<file path="config.mk">
export PLATFORM = sky130hd
export DESIGN_NAME = ps2_rx_flat
export DESIGN_NICKNAME = d
export VERILOG_FILES = /design/src/rtl/ps2_rx_pkg.sv /design/src/rtl/ps2_rx_if.sv /design/src/rtl/ps2_rx_sync_edge.sv /design/src/rtl/ps2_rx.sv /design/src/flat_wrapper.sv
export SDC_FILE = /design/constraint.sdc
export NUM_CORES = 1
export LEC_CHECK = 0
export ABC_AREA = 1
export BUFFER_PORTS_ARGS = -buffer_cell sky130_fd_sc_hd__buf_2
export CAP_MARGIN = 30
export CORE_ASPECT_RATIO = 0.8
export CORE_MARGIN = 2
export CORE_UTILIZATION = 55
export DETAILED_ROUTE_END_ITERATION = 8
export PLACE_DENSITY = 0.76
export SLEW_MARGIN = 20
export SYNTH_ARGS = -nofsm -noshare
export SYNTH_HDL_FRONTEND = slang
export SYNTH_SLANG_ARGS = --single-unit
export TNS_END_PERCENT = 1
</file>
<file path="constraint.sdc">
create_clock -name clk -period 1.7 [get_ports clk]
set_input_delay 0.255 -clock clk [delete_from_list [all_inputs] [get_ports clk]]
set_output_delay 0.255 -clock clk [all_outputs]
set_load 0.02 [all_outputs]
</file>
<file path="src/rtl/ps2_rx_pkg.sv">
// Shared definitions for the PS/2 receiver: FSM state encoding, scan-code
// prefix/error constants, output bit positions and the frame check helper.
package ps2_defs;

    typedef enum logic [1:0] {
        ST_IDLE = 2'd0,
        ST_RECV = 2'd1,
        ST_HOLD = 2'd2
    } state_t;

    localparam logic [7:0] PS2_EXT  = 8'hE0;
    localparam logic [7:0] PS2_BRK  = 8'hF0;
    localparam logic [7:0] PS2_ERR0 = 8'h00;
    localparam logic [7:0] PS2_ERR1 = 8'hFF;

    localparam int OUT_EXT = 8;
    localparam int OUT_BRK = 9;

    // Frame layout once all 11 bits are shifted in LSB first:
    // [0] start, [8:1] data, [9] parity, [10] stop.
    // Valid when start = 0, stop = 1 and data+parity has an odd number of ones.
    function automatic logic frame_ok(input logic [10:0] frame);
        return (frame[0] == 1'b0) && (frame[10] == 1'b1) && (^frame[9:1] == 1'b1);
    endfunction

endpackage

</file>
<file path="src/rtl/ps2_rx_if.sv">
// Bundle of the PS/2 pin inputs and decoded-event outputs of ps2_rx.
// master: the side driving the PS/2 pins and consuming events.
// slave:  the receiver itself.
interface ps2_rx_if #(
    parameter int WIDTH = 16
);
    logic             ps2_clk;
    logic             ps2_data;
    logic [WIDTH-1:0] out;
    logic             frame_err;
    logic             busy;

    modport master (
        output ps2_clk,
        output ps2_data,
        input  out,
        input  frame_err,
        input  busy
    );

    modport slave (
        input  ps2_clk,
        input  ps2_data,
        output out,
        output frame_err,
        output busy
    );
endinterface

</file>
<file path="src/rtl/ps2_rx_sync_edge.sv">
// Two-flop synchroniser for the PS/2 clock and data pins plus a registered
// falling-edge detector on the synced clock. Data is registered alongside
// the edge pulse so that 'data' is the value present when 'fe' fires.
module ps2_sync_edge (
    input  logic clk,
    input  logic rst_n,
    input  logic ps2_clk,
    input  logic ps2_data,
    output logic data,
    output logic fe
);

    logic [1:0] pin_raw;
    logic [1:0] pin_sync;
    logic       clk_prev_reg;
    logic       fe_reg;
    logic       data_reg;

    assign pin_raw = {ps2_data, ps2_clk};

    generate
        for (genvar gi = 0; gi < 2; gi++) begin : g_sync
            logic meta_reg;
            logic sync_reg;

            // Two-stage synchroniser; lines idle high so reset to 1.
            always_ff @(posedge clk or negedge rst_n) begin
                if (!rst_n) begin
                    meta_reg <= 1'b1;
                    sync_reg <= 1'b1;
                end else begin
                    meta_reg <= pin_raw[gi];
                    sync_reg <= meta_reg;
                end
            end

            assign pin_sync[gi] = sync_reg;
        end
    endgenerate

    // Registered falling-edge pulse on the synced clock, with data aligned to it.
    always_ff @(posedge clk or negedge rst_n) begin
        if (!rst_n) begin
            clk_prev_reg <= 1'b1;
            fe_reg       <= 1'b0;
            data_reg     <= 1'b1;
        end else begin
            clk_prev_reg <= pin_sync[0];
            fe_reg       <= clk_prev_reg & ~pin_sync[0];
            data_reg     <= pin_sync[1];
        end
    end

    assign fe   = fe_reg;
    assign data = data_reg;

endmodule

</file>
<file path="src/rtl/ps2_rx.sv">
// PS/2 keyboard receiver: deserialises 11-bit frames, folds E0/F0 prefixes
// into the following scan code and presents each key event on 'out' for a
// fixed number of cycles. Zero on 'out' means no data.
module ps2_rx
    import ps2_defs::*;
#(
    parameter int WIDTH   = 16,
    parameter int HOLD    = 64,
    parameter int TIMEOUT = 50000
) (
    input  logic     clk,
    input  logic     rst_n,
    ps2_rx_if.slave  bus
);

    localparam int HW = $clog2(HOLD + 1);
    localparam int IW = $clog2(TIMEOUT + 1);

    logic             fe;
    logic             data_sync;

    state_t           state_reg;
    logic [3:0]       bitcnt_reg;
    logic [10:0]      shift_reg;
    logic [HW-1:0]    hold_cnt_reg;
    logic [IW-1:0]    idle_cnt_reg;
    logic             ext_reg;
    logic             brk_reg;
    logic [WIDTH-1:0] out_reg;
    logic             frame_err_reg;
    logic             busy_reg;

    logic [10:0]      frame_next;
    logic [7:0]       code_next;
    logic [WIDTH-1:0] event_word;

    ps2_sync_edge u_sync (
        .clk      (clk),
        .rst_n    (rst_n),
        .ps2_clk  (bus.ps2_clk),
        .ps2_data (bus.ps2_data),
        .data     (data_sync),
        .fe       (fe)
    );

    // Shift register contents as they will be after the current edge.
    assign frame_next = {data_sync, shift_reg[10:1]};
    assign code_next  = frame_next[8:1];

    // Event word for a completed non-prefix byte, carrying pending flags.
    always_comb begin
        event_word          = '0;
        event_word[7:0]     = code_next;
        event_word[OUT_EXT] = ext_reg;
        event_word[OUT_BRK] = brk_reg;
    end

    // Receive FSM with shift register, bit/idle/hold counters and registered outputs.
    always_ff @(posedge clk or negedge rst_n) begin
        if (!rst_n) begin
            state_reg     <= ST_IDLE;
            bitcnt_reg    <= '0;
            shift_reg     <= '0;
            hold_cnt_reg  <= '0;
            idle_cnt_reg  <= '0;
            ext_reg       <= 1'b0;
            brk_reg       <= 1'b0;
            out_reg       <= '0;
            frame_err_reg <= 1'b0;
            busy_reg      <= 1'b0;
        end else begin
            frame_err_reg <= 1'b0;
            case (state_reg)
                ST_IDLE: begin
                    idle_cnt_reg <= '0;
                    if (fe && !data_sync) begin
                        state_reg  <= ST_RECV;
                        busy_reg   <= 1'b1;
                        bitcnt_reg <= 4'd1;
                        shift_reg  <= frame_next;
                    end
                end

                ST_RECV: begin
                    if (fe) begin
                        // An edge always wins over a coincident timeout.
                        idle_cnt_reg <= '0;
                        shift_reg    <= frame_next;
                        bitcnt_reg   <= bitcnt_reg + 4'd1;
                        if (bitcnt_reg == 4'd10) begin
                            state_reg  <= ST_IDLE;
                            busy_reg   <= 1'b0;
                            bitcnt_reg <= '0;
                            if (!frame_ok(frame_next)) begin
                                frame_err_reg <= 1'b1;
                                ext_reg       <= 1'b0;
                                brk_reg       <= 1'b0;
                            end else if (code_next == PS2_EXT) begin
                                ext_reg <= 1'b1;
                            end else if (code_next == PS2_BRK) begin
                                brk_reg <= 1'b1;
                            end else if (code_next == PS2_ERR0 || code_next == PS2_ERR1) begin
                                ext_reg <= 1'b0;
                                brk_reg <= 1'b0;
                            end else begin
                                out_reg      <= event_word;
                                ext_reg      <= 1'b0;
                                brk_reg      <= 1'b0;
                                hold_cnt_reg <= HW'(HOLD);
                                state_reg    <= ST_HOLD;
                            end
                        end
                    end else if (idle_cnt_reg == IW'(TIMEOUT)) begin
                        frame_err_reg <= 1'b1;
                        ext_reg       <= 1'b0;
                        brk_reg       <= 1'b0;
                        state_reg     <= ST_IDLE;
                        busy_reg      <= 1'b0;
                        bitcnt_reg    <= '0;
                        idle_cnt_reg  <= '0;
                    end else begin
                        idle_cnt_reg <= idle_cnt_reg + IW'(1);
                    end
                end

                ST_HOLD: begin
                    if (fe && !data_sync) begin
                        // A new start bit cuts the hold short so no frame is lost.
                        out_reg      <= '0;
                        hold_cnt_reg <= '0;
                        state_reg    <= ST_RECV;
                        busy_reg     <= 1'b1;
                        bitcnt_reg   <= 4'd1;
                        shift_reg    <= frame_next;
                        idle_cnt_reg <= '0;
                    end else if (hold_cnt_reg == HW'(1)) begin
                        out_reg      <= '0;
                        hold_cnt_reg <= '0;
                        state_reg    <= ST_IDLE;
                    end else begin
                        hold_cnt_reg <= hold_cnt_reg - HW'(1);
                    end
                end

                default: begin
                    state_reg <= ST_IDLE;
                    busy_reg  <= 1'b0;
                    out_reg   <= '0;
                end
            endcase
        end
    end

    assign bus.out       = out_reg;
    assign bus.frame_err = frame_err_reg;
    assign bus.busy      = busy_reg;

endmodule

</file>
<file path="src/flat_wrapper.sv">
// flat-port wrapper written by rule: the top's interface ports become plain ports
module ps2_rx_flat import ps2_defs::*;
#(
    parameter int WIDTH   = 16,
    parameter int HOLD    = 64,
    parameter int TIMEOUT = 50000
)
  (clk, rst_n, bus_ps2_clk, bus_ps2_data, bus_out, bus_frame_err, bus_busy);
  ps2_rx_if #(.WIDTH(WIDTH)) bus_i ();
  input  logic clk;
  input  logic rst_n;
  input wire logic [$bits(bus_i.ps2_clk)-1:0] bus_ps2_clk;
  input wire logic [$bits(bus_i.ps2_data)-1:0] bus_ps2_data;
  output wire logic [$bits(bus_i.out)-1:0] bus_out;
  output wire logic [$bits(bus_i.frame_err)-1:0] bus_frame_err;
  output wire logic [$bits(bus_i.busy)-1:0] bus_busy;
  assign bus_i.ps2_clk = bus_ps2_clk;
  assign bus_i.ps2_data = bus_ps2_data;
  assign bus_out = bus_i.out;
  assign bus_frame_err = bus_i.frame_err;
  assign bus_busy = bus_i.busy;
  ps2_rx #(.WIDTH(WIDTH), .HOLD(HOLD), .TIMEOUT(TIMEOUT)) u_core (.clk(clk), .rst_n(rst_n), .bus(bus_i));
endmodule
</file>
After elaboration in Yosys (flattened, before gate mapping) --
Index checks and enable logic that the tools add are counted. Widths: inputs -> output; s select.
Word-level totals: bits in registers 67, bits of input ports 4, output and inout bits 18, logic and storage cells 130
Cells by class: $add $sub $neg 3, eq/ne operators 23, multiplexer cells 61, bitwise operators 4, reduce and logical (&&, ||, !) cells 22
Operator list (number):
- $mux 16 | 11
- $pmux 16 s3 | 2
- $mux 7 | 8
- $eq 8x8->1 const B | 3
- $mux 11 | 2
- $pmux 11 s2 | 1
- $mux 2 | 10
- $mux 1 | 19
- $add 16x1->16 const B | 1
- $eq 16x16->1 const B | 1
- $mux 4 | 4
- $pmux 7 s2 | 1
- $ne 2x1->1 const B | 6
- $reduce_and 4->1 | 3
- $reduce_and 3->1 | 3
- $reduce_xor 9->1 | 1
- $logic_not 8->1 | 1
- $ne 2x2->1 const B | 4
- $pmux 4 s2 | 1
- $reduce_and 8->1 | 1
- $eq 7x1->1 const B | 1
- $reduce_and 7->1 | 1
- $sub 7x1->7 const B | 1
- $ne 3x2->1 const B | 2
- other kinds (19) | 25

Depth between registers and ports, before layout --
Gate-level depths: netlist of the first run.
word-level depth 9, mapped depth 13, mapped depth without buffers 13

Cells and area by module --
From an unflattened synthesis of the first run, not the netlist that was laid out.
Unflattened totals: cell total of the unflattened synthesis 425, area, all modules 3353.2 µm²
Modules (own cells, without submodules):
- ps2_rx | instances 1, cells an instance 416, area each 3160.5 µm², sequential area each 1326.3 µm²
- ps2_sync_edge | instances 1, cells an instance 9, area each 192.7 µm², sequential area each 182.7 µm²

Worst setup path before layout of the first run --
OpenSTA, ideal clock, no wires.
path type reg2reg, start reg u_core.shift_reg[6], end reg u_core.out_reg[8], in the netlist u_core.bus.out[8], arrival 1.562 ns, required time 1.583 ns, path slack 0.021 ns, stages on the path, launching flop included 12, path buffers 1, path through dfrtp_1 inv_1 ha_1 xor2_1 inv_1 nand2_1 nand2_1 nand2_1 nand2_1 buf_2 nand3b_1 nand2_1
Between the ends: longest elaborated chain between the ends 4
Ends and longest elaborated chain:
- from (decl) | line ps2_rx.sv:24 | logic [10:0] shift_reg;
- from (signal assigned) | line ps2_rx.sv:80 | shift_reg <= frame_next;
- from (signal assigned) | line ps2_rx.sv:88 | shift_reg <= frame_next;
- from (signal assigned) | line ps2_rx.sv:134 | shift_reg <= frame_next;
- $eq 8x8->1, or another cell as far along | line ps2_rx.sv:102 | end else if (code_next == PS2_ERR0 || code_next == PS2_ERR1) begin
- $logic_or 1x1->1 / $logic_and 1x1->1 (equally long branches) | line ps2_rx.sv:102, ps2_rx_pkg.sv:23
- $ne 2x2->1 (no source line) / $ne 2x1->1 (equally long branches)
- $reduce_and 8->1 (no source line) (*)
- to (signal assigned) | line ps2_rx.sv:106 | out_reg <= event_word;
- to (decl) | line ps2_rx.sv:29 | logic [WIDTH-1:0] out_reg;
Mark *: on every way between the ends. The rest lies on a longest branch, timed or not. A chain may end at the register's enable or synchronous reset.

Worst setup path in the final report of the first run --
start reg u_core.shift_reg[6], end reg u_core.out_reg[2], in the netlist u_core.bus.out[2]
Same word-level chain as after synthesis.

==> flow_metrics.py, run 1 <==
metrics = {
    "drt": {
        "drtIter0Drc": 292,
        "ant_nets": 0,
        "first_pass_iters": 5,
        "wl_per_cell_um": 13.71,
        "num_vias": 2969,
        "vias_per_cell": 5.246,
        "drcViolationCount": 0,
        "routed_wl_mm": 7.760,
    },
    "die": {
        "ios": 22,
        "placementRows": 25,
        "chipWidth_um": 91.14,
        "core_area_um2": 5881,
        "dieArea_um2": 6718,
        "initial_core_util_pct": 56.81,
        "die_y_um": 73.71,
    },
    "layout": {
        "regArea_um2": 1510,
        "fillers": 464,
        "area_delta_synth_final_pct": 25.17,
        "diodes": 0,
        "multi_input_area_um2": 1765,
        "drive_gt1_share_pct": 25.77,
        "fin_nets": 499,
        "largest_reg_flops": 16,
    },
    "synthesis": {
        "synthCells": 425,
        "synth-edff-count": 0,
        "yosysMostFrequentCell": "nand2_1",
        "synth_seq_cells": 60,
        "synthArstFlopShare_pct": 100.0,
        "yosys-top-cells-count": "nand2_1 (126), dfrtp_1 (54), inv_1 (47), nor2_1 (46), nand3_1 (32)",
        "synthTopCellsByArea": "dfrtp_1 (40%), nand2_1 (14%), ha_1 (5.6%)",
        "ys.flop_type": "dfrtp_1",
        "synth_seq_area_share_pct": 45.17,
        "post_synth_num_cell_types": 34,
        "yosysWarnings": 0,
        "synth_area_um2": 3341,
        "yosysTopAreaCell": "dfrtp_1",
        "synth_area_per_cell_um2": 7.860,
        "netlist.area_leader.share_pct": 40.45,
    },
    "clock_tree": {
        "cts_buffers": 9,
        "clk_transition_reported_paths_ns": 0.06,
        "clockBufferDepth": 2,
        "cts_sinks": 60,
        "cts_tree": "done",
        "root_buffer": "clkbuf_8",
        "clkLatencyLatePin_ns": 0.34,
        "htreeDepth": 3,
    },
    "run_status": {
        "status": "finished with violations",
        "violations": "negative setup slack",
    },
    "min_path": {
        "hp-start": "u_core.u_sync.g_sync[1].meta_reg",
        "holdPathStages": 0,
        "hp-class": "register to register",
        "hold_path_end": "u_core.u_sync.g_sync[1].sync_reg",
    },
    "worst_setup_path": {
        "r2r-start": "u_core.shift_reg[6]",
        "path_class": "register to register",
        "cp.required_ns": 1.98,
        "end_kind": "register",
        "cp_max_fo": 10,
        "reg2reg_to": "u_core.bus.out[2]",
        "worstSetupStartpointType": "register",
        "r2r_cells": 10,
        "crit_arrival_ns": 2.14,
        "regToRegSetupSlack_ns": -0.15,
    },
    "global_routing": {
        "use_met2_pct": 33.74,
        "grt_max_degree": 61,
        "grt_pass1_vias": 2548,
        "grt_pass1_wl_mm": 11.97,
        "top_usage_layer": "met2",
        "grt.total_usage_pct": 22.78,
        "grt_use_met3_pct": 5.641,
        "overflow": 0,
        "antenna_found_initial": 0,
        "use_met1_pct": 32.65,
    },
    "placed_design": {
        "portBuffers": 15,
        "dp_hpwl_mm": 5.030,
        "gp_congestion": 0.8972,
        "pre_cts_ws_ns": -0.07022,
    },
    "sta": {
        "min_period_ns": 1.853,
        "rsz0062_at_grt": "yes",
        "slew_viol_final": 0,
        "fin_crit_sh_pct": 109.0,
        "hold_viol": 0,
        "setup_slack_ns": -0.1526,
        "setup_viol": 21,
        "fmax_mhz": 539.8,
        "clock-skew-final_ns": 0.007221,
    },
    "power_and_ir_drop": {
        "power_w": 0.006555,
        "p_leak_nw": 2.102,
        "peakVddDrop_mv": 0.8511,
        "p_per_area_nw_per_um2": 1568,
    },
    "flow_run": {
        "cap_violations": 0,
    },
}
[layout by cell type, fill, tap and decap left out, types with 6 or more instances in the layout]
| cell | count |
|---|---|
| conb_1 | 6 |
| nand3_1 | 28 |
| nor2_1 | 42 |
| o21ai_0 | 20 |
| xor2_1 | 10 |
| buf_2 | 15 |
| dfrtp_1 | 53 |
| a21oi_1 | 10 |
| ha_4 | 6 |
| inv_1 | 40 |
| buf_4 | 22 |
| nor3_1 | 8 |
| clkbuf_8 | 10 |
| nand4_1 | 6 |
| nand2_4 | 7 |
| inv_2 | 8 |
| nand2_2 | 7 |
| ha_1 | 7 |
| buf_6 | 8 |
| dfstp_2 | 6 |
| nor2_2 | 7 |
| nand2_1 | 117 |
[logic make-up (layout without fill, tap and decap cells)]
family / count (synthesis) / in the layout / share of synthesized area [%]
adders and majority gates: 15 / 15 / 5.618
AOI/OAI and AO/OA: 39 / 39 / 6.217
and+or+nand+nor: 238 / 239 / 31.76
xor gates and xnor gates: 10 / 10 / 2.622
DFF: 60 / 60 / 45.17
buffers and inverters: 62 / 116 / 8.502
other: 1 / 6 / 0.1123
[cell type report]
type / count / area share [%]
Clock inverter: 5 / 1.795
Sequential cell: 60 / 36.12
Tap cell: 81 / 2.424
Clock buffer: 11 / 3.381
Inverter: 50 / 4.608
Timing Repair Buffer: 50 / 9.455
Multi-Input combinational cell: 309 / 42.22
[per-layer routing]
layer	vias up	wire length [um]
met3	20	476
met2	109	3400
met1	1401	3723
met5	-	0
met4	0	159
li1	1439	-
[report_power, final]
| group | internal, W | total (W) | switching (W) |
|---|---|---|---|
| clock network | 0.000858 | 0.00141 | 0.000557 |
| logic | 0.00128 | 0.00318 | 0.00190 |
| registers | 0.00172 | 0.00196 | 0.000242 |
[worst max-delay path by stage]
stage	slack, ns	startpoint	end
global placement	-0.04	u_core.shift_reg[8]	u_core.bus.out[4]
detailed placement	-0.07	u_core.shift_reg[4]	u_core.bus.out[2]
floorplan	0.02	u_core.shift_reg[6]	u_core.bus.out[8]
CTS	0.004	u_core.shift_reg[2]	u_core.brk_reg
global route	-0.26	u_core.shift_reg[6]	u_core.ext_reg
finish	-0.15	u_core.shift_reg[6]	u_core.bus.out[2]
[timing repair]
item	4_1_cts	5_1_grt
setup buffers	0	1
setup endpoints to repair	19	27
hold buffers	3	0
cloned	0	1
gates resized for setup	14	48
pin swaps	1	26
endpoints found under the hold margin	56	0
[per-stage QoR]
step | util, % | std cells | instance area (um2) | hold slack [ns] | setup TNS, ns
finish | 71.11 | 566 | 4182 | 0.3556 | -2.663
CTS | 67.96 | 564 | 3996 | 0.3575 | 0
detailed placement | 62.66 | 545 | 3685 | 0.2902 | -0.9025
floorplan | - | 430 | 3359 | -0.04059 | 0
global placement | 62.66 | 545 | 3685 | 0.2856 | -0.3465
global route | 71.11 | 566 | 4182 | 0.3600 | -4.745
[worst max-delay path, cell delays in order, from the launching register on]
cell,delay [ns]
dfrtp_1,0.37
inv_2,0.06
ha_1,0.32
xor2_1,0.26
nand3_1,0.18
nand2_2,0.14
nand2_4,0.08
nand2_8,0.10
buf_8,0.13
nand3_1,0.08
nand2_1,0.07
Note: power is estimated with default switching activity, not from simulation.
==> run 2, diff against run 1 <==
--- a/config.mk
+++ b/config.mk
@@ -10,9 +10,8 @@
 export CAP_MARGIN = 30
 export CORE_ASPECT_RATIO = 0.8
 export CORE_MARGIN = 2
-export CORE_UTILIZATION = 55
+export CORE_UTILIZATION = 30
 export DETAILED_ROUTE_END_ITERATION = 8
-export PLACE_DENSITY = 0.76
 export SLEW_MARGIN = 20
 export SYNTH_ARGS = -nofsm -noshare
 export SYNTH_HDL_FRONTEND = slang
==> flow_metrics.py, run 2 (synthesized netlist as in run 1, its figures left out) <==
metrics = {
    "run_status": {
        "status": "finished with violations",
        "violations": "negative setup slack",
    },
    "placed_design": {
        "dp_hpwl_mm": 5.344,
        "gp_congestion": 0.8543,
        "portBuffers": 15,
    },
    "die": {
        "ios": 22,
        "dieArea_um2": 12000,
        "placementRows": 34,
        "core_area_um2": 10850,
        "initial_core_util_pct": 30.80,
        "die_y_um": 98.39,
        "chipWidth_um": 122.0,
    },
    "layout": {
        "regArea_um2": 1509,
        "drive_gt1_share_pct": 27.77,
        "fin_nets": 511,
        "final_common_cell": "nand2_1",
        "fillers": 1060,
        "diodes": 0,
        "largest_reg_flops": 16,
        "multi_input_area_um2": 1774,
        "area_delta_synth_final_pct": 33.15,
        "final_cell_mix": "nand2_1 (118), dfrtp_1 (54), nor2_1 (42), inv_1 (40), buf_4 (31)",
    },
    "sta": {
        "holdWs_ns": 0.03072,
        "setup_slack_ns": -0.03920,
        "setup_viol": 14,
        "maxSlewHeadroom_pct": 61.31,
        "min_period_ns": 1.739,
        "fin_crit_sh_pct": 102.3,
        "fin_tns_setup_ns": -0.2557,
        "rsz0062_at_grt": "yes",
        "slew_viol_final": 0,
        "fmax_mhz": 575.0,
        "tightest_slew_ns": 0.5803,
        "hold_viol": 0,
        "clock-skew-final_ns": 0.005563,
    },
    "drt": {
        "drcViolationCount": 0,
        "vias_per_cell": 4.502,
        "num_vias": 2886,
        "drtIter0Drc": 149,
        "routed_wl_mm": 7.569,
        "ant_nets": 0,
        "wl_per_cell_um": 11.81,
        "first_pass_iters": 4,
    },
    "worst_setup_path": {
        "path_class": "register to register",
        "r2r_cells": 10,
        "worstSetupStartpointType": "register",
        "crit_arrival_ns": 2.00,
        "cp_max_fo": 7,
        "end_kind": "register",
        "regToRegSetupSlack_ns": -0.04,
        "reg2reg_to": "u_core.bus.out[0]",
        "cp.required_ns": 1.96,
        "r2r-start": "u_core.shift_reg[6]",
    },
    "power_and_ir_drop": {
        "power.switching_w": 0.002648,
        "combPwrFrac_pct": 47.3,
        "netSwitchingFraction_pct": 38.39,
        "power_w": 0.006898,
        "peakVddDrop_mv": 0.6873,
        "p_per_area_nw_per_um2": 1551,
        "intPower_w": 0.004250,
        "pwr-share-clk_pct": 24.7,
        "p_leak_nw": 2.202,
        "pwr-share-seq_pct": 28.0,
    },
    "clock_tree": {
        "cts_sinks": 60,
        "clockBufferDepth": 2,
        "clk_transition_reported_paths_ns": 0.05,
        "cts_tree": "done",
        "htreeDepth": 3,
        "root_buffer": "clkbuf_16",
        "cts_buffers": 9,
        "clkLatencyLatePin_ns": 0.32,
    },
    "min_path": {
        "hp-class": "input port to register",
        "holdPathStages": 1,
        "hold_path_end": "u_core.u_sync.g_sync[1].meta_reg",
        "hp-start": "bus_ps2_data",
    },
    "global_routing": {
        "grt_pass1_wl_mm": 12.80,
        "antenna_found_initial": 0,
        "grt_max_degree": 28,
        "overflow": 0,
        "grt.total_usage_pct": 13.24,
        "grt_pass1_vias": 2747,
    },
    "flow_run": {
        "cap_violations": 0,
    },
}
[run 2: repair_timing]
item	in CTS	in global routing
pin swaps	1	22
cloned	0	2
hold endpoints to repair	16	0
gates resized for setup	12	52
setup buffers	0	6
endpoints found under the setup margin	18	29
hold buffers	1	0
[run 2: worst max path at each step]
stage,startpoint,endpoint,cells after the start
floorplan,u_core.shift_reg[6],u_core.bus.out[8],11
global placement,u_core.shift_reg[2],u_core.bus.out[1],12
detailed placement,u_core.shift_reg[2],u_core.bus.out[1],12
CTS,u_core.shift_reg[8],u_core.hold_cnt_reg[0],9
global route,u_core.shift_reg[6],u_core.bus.out[7],11
finish,u_core.shift_reg[6],u_core.bus.out[0],10
[run 2: critical path: stages (launching register included)]
cell and delay (ns):
dfrtp_1 0.38, inv_2 0.06, ha_1 0.33, xor2_2 0.19, nand3_1 0.11, nand2_2 0.09
nand2_2 0.07, nand2_4 0.14, buf_6 0.15, nand3_1 0.08, nand2_1 0.07
[run 2: power groups by stage]
stage          clock [W]  combinational, W  sequential [W]
6_report         0.00170           0.00326         0.00193
5_1_grt          0.00182           0.00361         0.00197
4_1_cts          0.00174           0.00273         0.00191
3_5_place_dp           0           0.00256         0.00193
3_3_place_gp           0           0.00251         0.00192
2_1_floorplan          0           0.00149         0.00201
[run 2: area by class of cell]
cell class	instances	share of cell area (%)
Multi-Input combinational cell	309	39.89
Sequential cell	60	33.92
Timing Repair Buffer	62	11.53
Clock buffer	14	6.160
Inverter	50	4.219
Tap cell	144	4.051
Clock inverter	2	0.2250
[run 2: through the flow]
step	worst slack, ns	cells	utilization (%)	cell area [um2]
after global placement	-0.04570	616	35.48	3849
after detailed placement	-0.08522	616	35.48	3849
final	-0.03920	641	41.00	4448
after CTS	0.0004938	633	38.74	4203
after floorplan	0.02104	430	-	3359
after global routing	-0.1520	641	41.00	4448
[run 2: routing by layer]
layer,vias to the layer above,share of wire [%],GRT usage (%)
met5,-,0,0
met4,0,1.7,4.156
met3,11,3.3,3.271
met2,39,43,19.17
met1,1364,52,19.36
li1,1472,-,-
==> run 3, diff against run 2 <==
--- a/config.mk
+++ b/config.mk
@@ -10,7 +10,7 @@
 export CAP_MARGIN = 30
 export CORE_ASPECT_RATIO = 0.8
 export CORE_MARGIN = 2
-export CORE_UTILIZATION = 30
+export CORE_UTILIZATION = 25
 export DETAILED_ROUTE_END_ITERATION = 8
 export SLEW_MARGIN = 20
 export SYNTH_ARGS = -nofsm -noshare
==> constraint.sdc (replaced) <==
create_clock -name clk -period 1.7 [get_ports clk]
set_input_delay 0.255 -clock clk [delete_from_list [all_inputs] [get_ports clk]]
set_output_delay 0.255 -clock clk [all_outputs]
set_load 0.1 [all_outputs]
==> flow_metrics.py, run 3 (synthesized netlist as in run 1, its figures left out) <==
metrics = {
    "min_path": {
        "hp-class": "input port to register",
    },
    "global_routing": {
        "grt_pass1_vias": 2730,
        "grt_max_degree": 33,
        "grt_pass1_wl_mm": 12.62,
        "overflow": 0,
        "antenna_found_initial": 0,
        "grt.total_usage_pct": 11.09,
    },
    "worst_setup_path": {
        "cp_slowest_stage_delay_ns": 0.41,
        "worstSetupStartpointType": "register",
        "crit_path_top_delay_cell": "dfrtp_1",
        "crit_arrival_ns": 1.95,
        "end_kind": "register",
        "crit_buf_inv": 2,
        "crit_chain": "buf_6, ha_4, nand2_4, nor2_4, nand2_1, nand2_1, nor2_1, nand2_1, nor2_4, buf_6, nand3_2, nand2_1",
        "cp.required_ns": 1.97,
        "path_class": "register to register",
        "regToRegSetupSlack_ns": 0.02,
        "crit_top_cell": "nand2_1",
        "cp_max_fo": 7,
        "critical-path-top-delay-family": "simple AND/OR/NAND/NOR gates",
    },
    "sta": {
        "hold_viol": 0,
        "slew_viol_final": 0,
        "fin_crit_sh_pct": 98.86,
        "fmax_mhz": 595.0,
        "setup_viol": 0,
        "rsz0062_at_grt": "yes",
        "clock-skew-final_ns": 0.006141,
        "min_period_ns": 1.681,
    },
    "power_and_ir_drop": {
        "peakVddDrop_mv": 0.6372,
        "p_leak_nw": 2.186,
        "p_per_area_nw_per_um2": 1695,
        "netSwitchingFraction_pct": 41.23,
        "intPower_w": 0.004429,
        "combPwrFrac_pct": 48.3,
        "pwr-share-clk_pct": 25.9,
        "pwr-share-seq_pct": 25.8,
        "power.switching_w": 0.003107,
    },
    "die": {
        "placementRows": 37,
        "die_y_um": 107.4,
        "core_area_um2": 12960,
        "ios": 22,
        "initial_core_util_pct": 25.77,
        "chipWidth_um": 133.2,
        "dieArea_um2": 14310,
    },
    "drt": {
        "drcViolationCount": 0,
        "num_vias": 2837,
        "wl_per_cell_um": 11.41,
        "first_pass_iters": 5,
        "routed_wl_mm": 7.642,
        "ant_nets": 0,
        "vias_per_cell": 4.234,
        "drtIter0Drc": 153,
    },
    "clock_tree": {
        "root_buffer": "clkbuf_16",
        "cts_tree": "done",
        "cts_sinks": 60,
        "clkLatencyLatePin_ns": 0.33,
        "clk_transition_reported_paths_ns": 0.05,
        "htreeDepth": 3,
        "clockBufferDepth": 2,
        "cts_buffers": 9,
    },
    "layout": {
        "final_cell_mix": "nand2_1 (118), dfrtp_1 (54), nor2_1 (44), inv_1 (39), buf_4 (38)",
        "area_delta_synth_final_pct": 33.11,
        "largest_reg_flops": 16,
        "diodes": 0,
        "finalNonFillerCells": 670,
        "final_common_cell": "nand2_1",
        "multi_input_area_um2": 1774,
        "regArea_um2": 1509,
        "stdcell_area_um2": 4447,
        "drive_gt1_share_pct": 27.47,
        "fillers": 1346,
        "fin_nets": 509,
    },
    "placed_design": {
        "place_area_um2": 3865,
        "portBuffers": 15,
        "dpl.cell_count": 649,
        "dp_hpwl_mm": 5.341,
        "gp_congestion": 0.8081,
    },
    "flow_run": {
        "cap_violations": 0,
    },
    "run_status": {
        "status": "finished, final reports clean",
    },
}
==> run 3: path summary, 6_finish.rpt <==
check	from	depth (start not counted)	endpoint
max reg2reg	u_core.shift_reg[8]	12	u_core.bus.out[5]
max	u_core.shift_reg[8]	12	u_core.bus.out[5]
min	bus_ps2_data	1	u_core.u_sync.g_sync[1].meta_reg
min in group asynchronous	rst_n	3	u_core.bitcnt_reg[2]
min reg2reg	u_core.u_sync.g_sync[1].sync_reg	0	u_core.u_sync.data
max in group asynchronous	rst_n	3	u_core.hold_cnt_reg[3]
==> run 3: power groups by stage <==
stage	registers [W]	clock network (W)	logic [W]
after floorplan	0.00240	0	0.00154
after global placement	0.00193	0	0.00292
after detailed placement	0.00194	0	0.00297
after CTS	0.00192	0.00201	0.00321
after global routing	0.00198	0.00207	0.00403
final	0.00194	0.00196	0.00364
==> run 3: metrics by stage <==
step,setup WS (ns),total power (W),hold WS [ns],utilization (%),setup TNS (ns)
after floorplan,0.01598,0.003936,-0.04059,-,0
after global routing,-0.09793,0.008078,0.01092,34.31,-1.568
after detailed placement,-0.1836,0.004910,0.3151,29.82,-2.656
final,0.01946,0.007536,0.02119,34.31,0
after global placement,-0.1136,0.004851,0.3102,29.82,-1.731
after CTS,0.0005504,0.007144,0.01209,32.99,0
==> run 3: area by class of cell <==
class	instances	area share, %
clock buffer	12	5.543
clock inverter	4	1.632
multi-input combinational	309	39.90
sequential	60	33.93
tap	175	4.924
inverter	50	4.221
timing repair buffer	60	9.848
==> run 3: worst reg2reg max path, stage by stage, from the launching register on <==
cell and delay, ns:
dfrtp_1 0.41, buf_6 0.14, ha_4 0.17, nand2_4 0.08, nor2_4 0.04, nand2_1 0.06
nand2_1 0.05, nor2_1 0.10, nand2_1 0.10, nor2_4 0.17, buf_6 0.16, nand3_2 0.06
nand2_1 0.07
==> run 3: routing by layer <==
metal | share of wire, % | track usage [%]
met5 | 0 | 0
met4 | 2.0 | 5.775
met3 | 3.3 | 2.684
met2 | 45 | 16.64
met1 | 50 | 14.84
==> run 3: repair_timing <==
item | CTS | global route
pin swaps | 9 | 11
gates cloned | 0 | 1
hold buffers | 1 | 0
setup buffers | 1 | 2
gates resized for setup | 17 | 37
hold endpoints to repair | 54 | 0
endpoints found under the setup margin | 18 | 27
